[src/rtl/brisc_store_buffer.sv]
// In-order store buffer between MEM and the data cache: committed SW/SB stores
// are queued, retired in program order over valid/ready, and forwarded to loads.
module brisc_store_buffer #(
  parameter int DEPTH  = 4,
  parameter int ADDR_W = 32,
  parameter int DATA_W = 32
) (
  input  logic                     clk,
  input  logic                     reset_n,
  input  logic                     push_valid,
  output logic                     push_ready,
  input  logic [ADDR_W-1:0]        push_addr,
  input  logic [DATA_W-1:0]        push_data,
  input  logic                     push_is_byte,
  output logic                     drain_valid,
  input  logic                     drain_ready,
  output logic [ADDR_W-1:0]        drain_addr,
  output logic [DATA_W-1:0]        drain_data,
  output logic [DATA_W/8-1:0]      drain_be,
  input  logic [ADDR_W-1:0]        ld_addr,
  input  logic                     ld_valid,
  input  logic                     ld_is_byte,
  output logic                     ld_hit,
  output logic [DATA_W-1:0]        ld_data,
  output logic                     ld_stall,
  output logic                     empty
);

  localparam int BYTE_LEN = 8;
  localparam int BE_W     = DATA_W / BYTE_LEN;
  localparam int OFF_W    = $clog2(BE_W);
  localparam int WA_W     = ADDR_W - OFF_W;
  localparam int PTR_W    = $clog2(DEPTH);
  localparam int CNT_W    = $clog2(DEPTH + 1);

  logic [WA_W-1:0]   waddr_q [DEPTH];
  logic [DATA_W-1:0] data_q  [DEPTH];
  logic [BE_W-1:0]   be_q    [DEPTH];

  logic [PTR_W-1:0]  head_q, head_d;
  logic [PTR_W-1:0]  tail_q, tail_d;
  logic [CNT_W-1:0]  count_q, count_d;

  logic              push_fire;
  logic              drain_fire;
  logic [DATA_W-1:0] push_wdata;
  logic [BE_W-1:0]   push_be;
  logic [OFF_W-1:0]  push_lane;
  logic [OFF_W-1:0]  ld_lane;
  logic [WA_W-1:0]   ld_waddr;
  logic              match_found;
  logic [PTR_W-1:0]  match_idx;
  logic              match_covers;

  // Ready depends only on the registered count: a full buffer refuses a push
  // even when the head drains in the same cycle.
  assign push_ready  = (count_q != CNT_W'(DEPTH));
  assign drain_valid = (count_q != '0);
  assign empty       = (count_q == '0);
  assign push_fire   = push_valid && push_ready;
  assign drain_fire  = drain_valid && drain_ready;

  assign push_lane   = push_addr[OFF_W-1:0];
  assign ld_lane     = ld_addr[OFF_W-1:0];
  assign ld_waddr    = ld_addr[ADDR_W-1:OFF_W];

  always_comb begin
    push_wdata = push_data;
    push_be    = '1;
    if (push_is_byte) begin
      push_wdata = {BE_W{push_data[BYTE_LEN-1:0]}};
      push_be    = BE_W'(1) << push_lane;
    end
  end

  always_comb begin
    head_d  = head_q + PTR_W'(drain_fire);
    tail_d  = tail_q + PTR_W'(push_fire);
    count_d = count_q;
    case ({push_fire, drain_fire})
      2'b10:   count_d = count_q + 1'b1;
      2'b01:   count_d = count_q - 1'b1;
      default: count_d = count_q;
    endcase
  end

  // NOTE: sequential state uses non-blocking assignments only; blocking ones
  // here would let readers in the same edge see half-updated pointers.
  always_ff @(posedge clk) begin
    if (!reset_n) begin
      head_q  <= '0;
      tail_q  <= '0;
      count_q <= '0;
    end else begin
      head_q  <= head_d;
      tail_q  <= tail_d;
      count_q <= count_d;
    end
  end

  // NOTE: entry storage is deliberately not reset; validity comes only from
  // count_q, so stale contents are never observed.
  always_ff @(posedge clk) begin
    if (push_fire) begin
      waddr_q[tail_q] <= push_addr[ADDR_W-1:OFF_W];
      data_q[tail_q]  <= push_wdata;
      be_q[tail_q]    <= push_be;
    end
  end

  assign drain_addr = {waddr_q[head_q], {OFF_W{1'b0}}};
  assign drain_data = data_q[head_q];
  assign drain_be   = be_q[head_q];

  // Walk oldest to youngest so the last match left standing is the youngest.
  always_comb begin
    match_found = 1'b0;
    match_idx   = '0;
    for (int i = 0; i < DEPTH; i++) begin
      if ((CNT_W'(i) < count_q) && (waddr_q[head_q + PTR_W'(i)] == ld_waddr)) begin
        match_found = 1'b1;
        match_idx   = head_q + PTR_W'(i);
      end
    end
  end

  assign match_covers = ld_is_byte ? be_q[match_idx][ld_lane] : (&be_q[match_idx]);

  always_comb begin
    ld_hit   = ld_valid && match_found && match_covers;
    ld_stall = ld_valid && match_found && !match_covers;
    ld_data  = '0;
    if (ld_hit) begin
      if (ld_is_byte) begin
        ld_data = DATA_W'(data_q[match_idx][ld_lane*BYTE_LEN +: BYTE_LEN]);
      end else begin
        ld_data = data_q[match_idx];
      end
    end
  end

endmodule

[config.mk]
export PLATFORM = sky130hd
export DESIGN_NAME = brisc_store_buffer
export DESIGN_NICKNAME = d
export VERILOG_FILES = /design/src/rtl/brisc_store_buffer.sv
export SDC_FILE = /design/constraint.sdc
export NUM_CORES = 1
export LEC_CHECK = 0
export BUFFER_PORTS_ARGS = -buffer_cell sky130_fd_sc_hd__buf_2
export CAP_MARGIN = 20
export CORE_ASPECT_RATIO = 1.5
export CORE_MARGIN = 2
export CORE_UTILIZATION = 60
export CTS_CLUSTER_DIAMETER = 200
export CTS_CLUSTER_SIZE = 10
export DETAILED_ROUTE_END_ITERATION = 8
export PLACE_DENSITY = 0.9
export SYNTH_ARGS = -nofsm -noshare
export SYNTH_HDL_FRONTEND = slang
export SYNTH_SLANG_ARGS = --single-unit
[constraint.sdc]
create_clock -name clk -period 9.08 [get_ports clk]
set_clock_uncertainty 0.1 [all_clocks]
set_input_delay 0.908 -clock clk [delete_from_list [all_inputs] [get_ports clk]]
set_output_delay 0.908 -clock clk [all_outputs]
set_load 0.02 [all_outputs]
After elaboration in Yosys (flattened, before gate mapping). Memories as Yosys holds them, arrays and structs flattened. A register that Yosys moved wholly into a read port is not among the register bits. Cells that the tools add are included.

Bits in registers: 7. Latch bits: 0. RAM bits: 264. ROM bits: 0. Output and inout bits: 105. Memories: 3.

Add/sub/neg operators: 7. $mul: 0. Divide/modulo/power cells: 0. Magnitude comparators: 5. Equality and inequality tests: 7. Shift-type cells: 2. Multiplexer cells: 21. Bitwise operators: 0. Reduce and logical (&&, ||, !) cells: 14.

Memories: data_q (words 4, bits a word 32, rd ports 2, clocked after Yosys merged registers in 1, write ports 1, RTL line 37) `logic [DATA_W-1:0] data_q [DEPTH];`; waddr_q (words 4, bits a word 30, rd ports 4, clocked after Yosys merged registers in 1, write ports 1, RTL line 36) `logic [WA_W-1:0] waddr_q [DEPTH];`; be_q (words 4, bits a word 4, rd ports 2, clocked after Yosys merged registers in 1, write ports 1, RTL line 38) `logic [BE_W-1:0] be_q [DEPTH];`.

Operators by type and width (count): $eq 30x30->1 (4); $mux 32 (3); $shiftx 32x6->8 (1); $mux 2 (7); $logic_and 1x1->1 (9); $mux 1 (8); $lt 1x3->1 const A (2); $lt 2x3->1 const A (2); $pmux 3 s2 (1); $add 2x1->2 (2); $add 2x2->2 const B (2); $mux 4 (1); $reduce_and 4->1 (1); $shl 1x2->4 const A (1); $add 3x1->3 const B (1); $logic_not 3->1 (1); $lt 2x3->1 const B (1); $ne 3x3->1 const B (1); $reduce_bool 3->1 (1); $sub 3x1->3 const B (1); $add 2x1->2 const B (1); $bmux 1 s2 (1); $eq 2x1->1 const B (1); $eq 2x2->1 const B (1); 2 further kinds (2).

Logic depth before layout (Yosys ltp). Gate-level depths: netlist of the first run. An unclocked memory read counts as a cell.

Depth in word-level cells: 13. Mapped depth: 21.

Worst setup path after synthesis of the first run. OpenSTA, ideal clock, no wires.

Kind: register to register. Start: register count_q[0]. End: memory be_q[2][0] (netlist name), enable pin. Library setup time: 0.585 ns. Arrival: 5.870 ns. Data required time: 8.395 ns. Path slack: 2.525 ns. Stages on the path, launching flop included: 6. Path buffers: 0. Period minus slack after synthesis: 6.555 ns. Cells stage by stage: dfxtp_1 -> inv_1 -> ha_1 -> nand2_1 -> nand2_1 -> nor3b_1.

Cells in the longest elaborated chain, start to end: 4.

Ends and longest elaborated chain: from (decl) (RTL line 42) `logic [CNT_W-1:0] count_q, count_d;`; from (signal assigned) (RTL line 97) `count_q <= count_d;`; $ne 3x3->1 (RTL line 57) `assign push_ready = (count_q != CNT_W'(DEPTH));`; via push_ready (RTL line 11) `output logic push_ready,`; $logic_and 1x1->1 (RTL line 60) `assign push_fire = push_valid && push_ready;`; $mux 1 (RTL line 104) `if (push_fire) begin`; $mux 1 (not written as such) (RTL line 107) `be_q[tail_q] <= push_be;`; to (decl) (RTL line 38).

The timed path passes the listed nets, and every way through them passes these cells.

Worst setup path in the final report of the first run.
Start: register head_q[0]. End: output port ld_data[25].

Cells in the longest elaborated chain, start to end: 13. Elaborated cells between the ends (all ways): 27. Classes of those cells: add/sub: 3; eq/ne: 3; mux: 12; reduce/logical: 6; memory: 3.

Ends and longest elaborated chain: from (decl) (RTL line 40) `logic [PTR_W-1:0] head_q, head_d;`; from (signal assigned) (RTL line 91) `head_q <= '0;`; from (signal assigned) (RTL line 95) `head_q <= head_d;`; $add 2x1->2 (RTL line 120, 122); $mem_v2 4x30; $eq 30x30->1 (RTL line 120) `if ((CNT_W'(i) < count_q) && (waddr_q[head_q + PTR_W'(i)] == ld_waddr)) begin`; $logic_and 1x1->1 (RTL line 120); $mux 2 (3 in series) (RTL line 120); $mem_v2 4x4; $bmux 1 s2 (RTL line 127) `assign match_covers = ld_is_byte ? be_q[match_idx][ld_lane] : (&be_q[match_idx]);`; $mux 1 (not written as such) (RTL line 127); $mux 1 (RTL line 127); $logic_and 1x1->1 (RTL line 130) `ld_hit = ld_valid && match_found && match_covers;`; $mux 32 * (RTL line 133) `if (ld_hit) begin`; to (decl) (RTL line 24) `output logic [DATA_W-1:0] ld_data,`.

Every way passes the cells marked *; elsewhere a longest branch is shown, timed or not. The select of a mux whose other input is x is not followed.

==> results of run 1 <==
cell families after synthesis:
family          count (synthesis)  synth area share (%)
compound gates                340                  14.1
mux                           273                  21.0
flops                         271                  47.0
simple gates                  266                  7.53
buf+inv                       168                  4.56
xor+xnor                      103                  5.26
fa+ha+maj                       7                 0.511
other cells                     1                0.0219
final timing paths:
path | start | endpoint | slack (ns)
worst max-delay path | head_q[0] | ld_data[25] | 0.51
worst min-delay path | push_addr[28] | waddr_q[1][26] | 0.45
worst max register to register | count_q[0] | data_q[1][18] | 5.86
worst min register to register | count_q[2] | count_q[2] | 0.52
power by group through the flow:
stage	Combinational (µW)	Sequential [µW]	Clock (µW)
2_1_floorplan	1600	1590	0
3_3_place_gp	2100	1650	0
3_5_place_dp	2120	1660	0
4_1_cts	2130	1640	1100
5_1_grt	2270	1650	1150
6_report	2170	1640	1100
through the flow:
| step | util (%) | power, µW | cells |
|---|---|---|---|
| global placement | 65.1 | 3750 | 1885 |
| floorplan | - | 3180 | 1430 |
| detailed placement | 65.1 | 3780 | 1885 |
| global route | 68.1 | 5070 | 1931 |
| finish | 68.1 | 4900 | 1933 |
| CTS | 68.1 | 4870 | 1931 |
synthesized netlist by cell type, types with 13 or more instances:
cell and instances:
a211oi_1 13, a21oi_1 54, a221oi_1 14, buf_1 23, buf_2 24, clkbuf_1 59, edfxtp_1 264, inv_1 45
mux2_2 14, mux2i_1 187, mux4_2 67, nand2_1 104, nand3_1 18, nor2_1 47, nor3_1 15, o21ai_0 61
o221ai_1 49, o22ai_1 43, xnor2_1 82, xor2_1 21
cell type report:
| cell class | instances | area, µm² | share of cell area [%] |
|---|---|---|---|
| diodes | 2 | 5.00 | 0.0262 |
| clock buffers | 44 | 825 | 4.31 |
| clock inverters | 2 | 17.5 | 0.0916 |
| inverters | 45 | 169 | 0.883 |
| multi-input cells | 991 | 8340 | 43.6 |
| flip-flops and latches | 271 | 8080 | 42.2 |
| well taps | 346 | 433 | 2.26 |
| repair buffers | 232 | 1250 | 6.56 |
per-layer routing:
layer  routed length, µm  GRT usage, %  vias to the layer above  part of all wire, %
met3                4880          4.94                      206                  9.0
met2               27500          62.4                      972                   51
met4                4000          21.0                        0                  7.4
li1                    -             -                     5906                    -
met5                   0             0                        -                    0
met1               17500          41.0                     6558                   32
state kept, by name (all words and copies together) (netlist names):
name,count
data_q,128
waddr_q,120
be_q,16
count_q,3
head_q,2
tail_q,2
critical path, cell delays in order, from the launching register on:
cell and delay, ns:
dfxtp_4 0.86, buf_12 0.36, mux2i_1 0.33, xnor2_1 0.21, a2111oi_0 0.87, a22oi_1 0.21
nor3_1 0.39, nand4_2 0.26, o21a_1 0.28, o2bb2ai_4 0.83, mux2_2 0.42, a211oi_1 0.27
o221ai_1 0.27, or3_1 0.75, a211oi_1 0.40, buf_2 0.23
==> qor.yml, run 1 <==
ir_drop_uv: 233
final_hold_viol_count: 0
ant_nets: 0
relSlewSlack_pct: 30.3
syn_area_per_cell_um2: 12.0
core_area_um2: 28100
synth_top_area_cell: "edfxtp_1"
cts_buffers: 31
clock_latency_ns: 0.57
die_y_um: 211
hp-class: "input pin to flop"
post_cts_buffers: 0
via_per_inst: 7.06
yosys_warnings: 0
status: "complete, no violations"
crit_required_ns: 8.07
drv_slew: 0
powerDensity_nw_per_um2: 256
antenna_found_initial: 1
place_ws_ns: 1.16
ys_ff_latch: 271
start_kind: "flop"
layout_common_cells: "edfxtp_1 (264), buf_2 (205), mux2i_1 (187)"
grt_pass1_wl_mm: 79.8
clock.fmax_ghz: 0.117
tightest_slew_ns: 1.04
async_flop_share_pct: 0
hold_depth: 1
final-setup-viol-count: 0
grt_max_degree: 66
ys_top_cells_by_area: "edfxtp_1 (46%), mux2i_1 (11%), mux4_2 (8.8%), xnor2_1 (4.2%), o221ai_1 (2.5%)"
cts_hold_buf: 0
p_sw_uw: 1910
whs_ns: 0.446
arrival_ns: 7.57
syn_area_um2: 17100
start_util_pct: 61.1
internal_power_uw: 2990
ctsResizeCount: 0
synthCells: 1429
seq_area_frac_synth_pct: 47.0
synth_top_area_share_pct: 46.2
pwr-share-comb_pct: 44.2
syn2layout_area_growth_pct: 11.5
num-fill-cells: 1984
grt_pass1_vias: 13364
post_drt_wl_per_cell_um: 27.9
clk_pin_slew_ns: 0.06
htree_levels: 1
leakagePower_uw: 0.00661
worstSetupEndpointType: "output pin"
post-route-period-util_pct: 94.4
grt_overflow: 0
clock_sinks: 271
rsz0062_at_grt: "no"
ios: 208
port_buffers: 205
place.gp.congestion: 1.01
tritoncts: "done"
drt_iter0_markers: 1713
synth_ff_type: "edfxtp_1"
nNetsFinal: 1682
placed_area_um2: 18300
route.final.wire_length_mm: 53.9
ff2ff_path_depth: 8
p_seq_share_pct: 33.5
layout-drive-gt1-share_pct: 23.8
layout_commonest_cell: "edfxtp_1"
die_area_um2: 30000
num_rows: 75
swShare_pct: 39.1
final_area_um2: 19100
dp_hpwl_mm: 38.2
maxCapViolations: 0
clockRootBuffer: "clkbuf_16"
die_w_um: 142
netlist-cell-type-count: 73
min_period_ns: 8.57
p_clk_share_pct: 22.3
synth_edf_count: 264
dr.pass1.iters: 5
tns_ns: 0
clockBufferDepth: 3
vias: 13642
finalWorstSetupSlack_ns: 0.507
worst-path-max-fanout: 45
crit_type: "flop to output pin"
grt_usage_pct: 35.5
drc_errors: 0
Note: power is estimated with default switching activity, not from simulation.
==> inputs of run 2 (changes only) <==
Settings changed: BUFFER_PORTS_ARGS -buffer_cell sky130_fd_sc_hd__buf_2 to unset, CORE_UTILIZATION 60 to 59, DONT_BUFFER_PORTS set to 1, PLACE_DENSITY 0.9 to 0.86.
Clock period 9.08 ns to 7.3 ns, I/O delays scaled along.
==> run 2 against run 1 <==
Net effect: utilization shrank 3.6 points; first-iteration DRC count shrank 20%; wire length grew 1.2%; register-to-register slack lost 1.9 ns; clock power grew 23%; highest routed layer is now met5.
==> qor.yml, run 2 (same netlist as run 1, synthesis figures left out) <==
status: "complete, no violations"
dp_hpwl_mm: 38.5  # +0.78%
layout-drive-gt1-share_pct: 15.1  # -8.7 points
die_w_um: 143  # +0.82%
port_buffers: 0  # -100%
clock_sinks: 271  # unchanged
grt_pass1_wl_mm: 79.5  # -0.29%
clock_latency_ns: 0.58  # about the same
grt_max_degree: 139  # +110%
relSlewSlack_pct: 22.6  # -7.7 points
grt_usage_pct: 35.3  # -0.14 points
clockBufferDepth: 3  # unchanged
htree_levels: 1  # unchanged
min_period_ns: 7.09
post_drt_wl_per_cell_um: 30.2  # +8.2%
cts_buffers: 31  # unchanged
worstSetupEndpointType: "output pin"
post-route-period-util_pct: 97.2
dp.cells: 1761  # -6.6%
via_per_inst: 7.10  # +0.65%
clk_pin_slew_ns: 0.06  # about the same
layout_commonest_cell: "edfxtp_1"
drc_errors: 0  # unchanged
rsz0062_at_grt: "no"
num_rows: 76  # +1.3%
dr.pass1.iters: 6  # +1
nNetsFinal: 1514  # -10%
drv_slew: 0  # unchanged
syn2layout_area_growth_pct: 7.74
crit_required_ns: 6.47  # -1.60 ns
maxCapViolations: 0  # unchanged
die_area_um2: 30500  # +1.7%
ant_nets: 0  # unchanged
start_util_pct: 59.9  # -1.2 points
antenna_found_initial: 1  # unchanged
leakagePower_uw: 0.00596  # -9.8%
num-fill-cells: 2133  # +7.5%
finalWorstSetupSlack_ns: 0.205  # -0.302 ns
placed_area_um2: 17600  # -3.7%
ios: 208  # unchanged
tritoncts: "done"
final_hold_viol_count: 0  # unchanged
hp-class: "input pin to flop"
clockRootBuffer: "clkbuf_16"
layout_common_cells: "edfxtp_1 (264), mux2i_1 (186), nand2_1 (104)"
top_register: "data_q"
multi_input_area_um2: 8360  # +0.21%
reg_top3: "data_q (128), waddr_q (120), be_q (16)"
finalPower_uw: 5930  # +21%
crit_slowest_cell: "mux2i_1"
tns_ns: 0  # unchanged
tightest_slew_ns: 1.16  # +0.117 ns
worst_path_largest_cell_delay_ns: 0.79  # -0.08 ns
place_ws_ns: 0.716  # -0.448 ns
crit_type: "flop to output pin"
place.gp.congestion: 1.02  # about the same
grt_overflow: 0  # unchanged
start_kind: "flop"
final_cells: 1807  # -6.5%
drt_iter0_markers: 1374  # -20%
final_area_um2: 18500  # -3.4%
final-setup-viol-count: 0  # unchanged
route.final.wire_length_mm: 54.6  # +1.2%
core_area_um2: 28600  # +2.0%
vias: 12836  # -5.9%
clock.fmax_ghz: 0.141
grt_pass1_vias: 12842  # -3.9%
largest_register_ffs: 128  # unchanged
arrival_ns: 6.26  # -1.31 ns
n_antenna_cell: 0  # -2
ir_drop_uv: 244  # +4.6%
powerDensity_nw_per_um2: 321  # +25%
worst-path-max-fanout: 24  # -47%
regArea_um2: 8080  # unchanged
crit_chain: "mux2i_1, mux2_2, o22ai_1, or4_1, nor4_1, and2_1, nand2_1, nor3b_1, o32ai_1, a2111oi_1, o221ai_1, or3_2, a211oi_1, buf_4"
die_y_um: 213  # +0.83%
run 2: cell types whose count changed in the layout (fill, tap and decap cells not counted), sizes merged:
| cell | change |
|---|---|
| buf | -168 |
| diode | -2 |
run 2: area by class of cell:
cell class,count,area share (%)
tap,390,2.64
clock buffer,44,4.46
sequential,271,43.7
timing repair buffer,64,2.93
inverter,45,0.914
multi-input combinational,991,45.2
clock inverter,2,0.0948
run 2: through the flow:
step	hold slack [ns]	util (%)
global placement	0.474	61.5
finish	0.129	64.6
floorplan	0.415	-
CTS	0.121	64.5
global route	0.121	64.6
detailed placement	0.527	61.5
run 2: report_power, final:
part           total (µW)  switching, µW  internal [µW]
clock network        1350            583            768
registers            2000            130           1870
logic                2580           1600            972
run 2: final timing paths:
| kind | startpoint | endpoint | slack, ns | cells after the start |
|---|---|---|---|---|
| max | head_q[0] | ld_data[31] | 0.21 | 14 |
| min | push_data[7] | data_q[3][7] | 0.13 | 0 |
| max reg2reg | count_q[0] | data_q[1][16] | 3.94 | 8 |
| min reg2reg | count_q[2] | count_q[2] | 0.56 | 2 |
run 2: critical path: cells and delay by family, from the launching register on:
| family | cells | cell delay [ns] |
|---|---|---|
| buffers and inverters | 1 | 0.19 |
| and+or+nand+nor | 6 | 2.53 |
| AOI/OAI and AO/OA | 5 | 1.25 |
| DFF | 1 | 0.61 |
| muxes | 2 | 1.08 |
run 2: timing repair:
action,CTS,global route
gates resized for setup,0,8
endpoints found under the setup margin,0,24
hold buffers,0,0
buffers inserted,0,0
run 2: per-layer routing:
| layer | wire length, µm | vias to the layer above | track usage [%] |
|---|---|---|---|
| met5 | 11 | - | 0 |
| met4 | 4080 | 2 | 22.2 |
| met3 | 4880 | 197 | 7.65 |
| met2 | 28200 | 821 | 62.8 |
| met1 | 17400 | 6239 | 37.8 |
| li1 | - | 5577 | - |
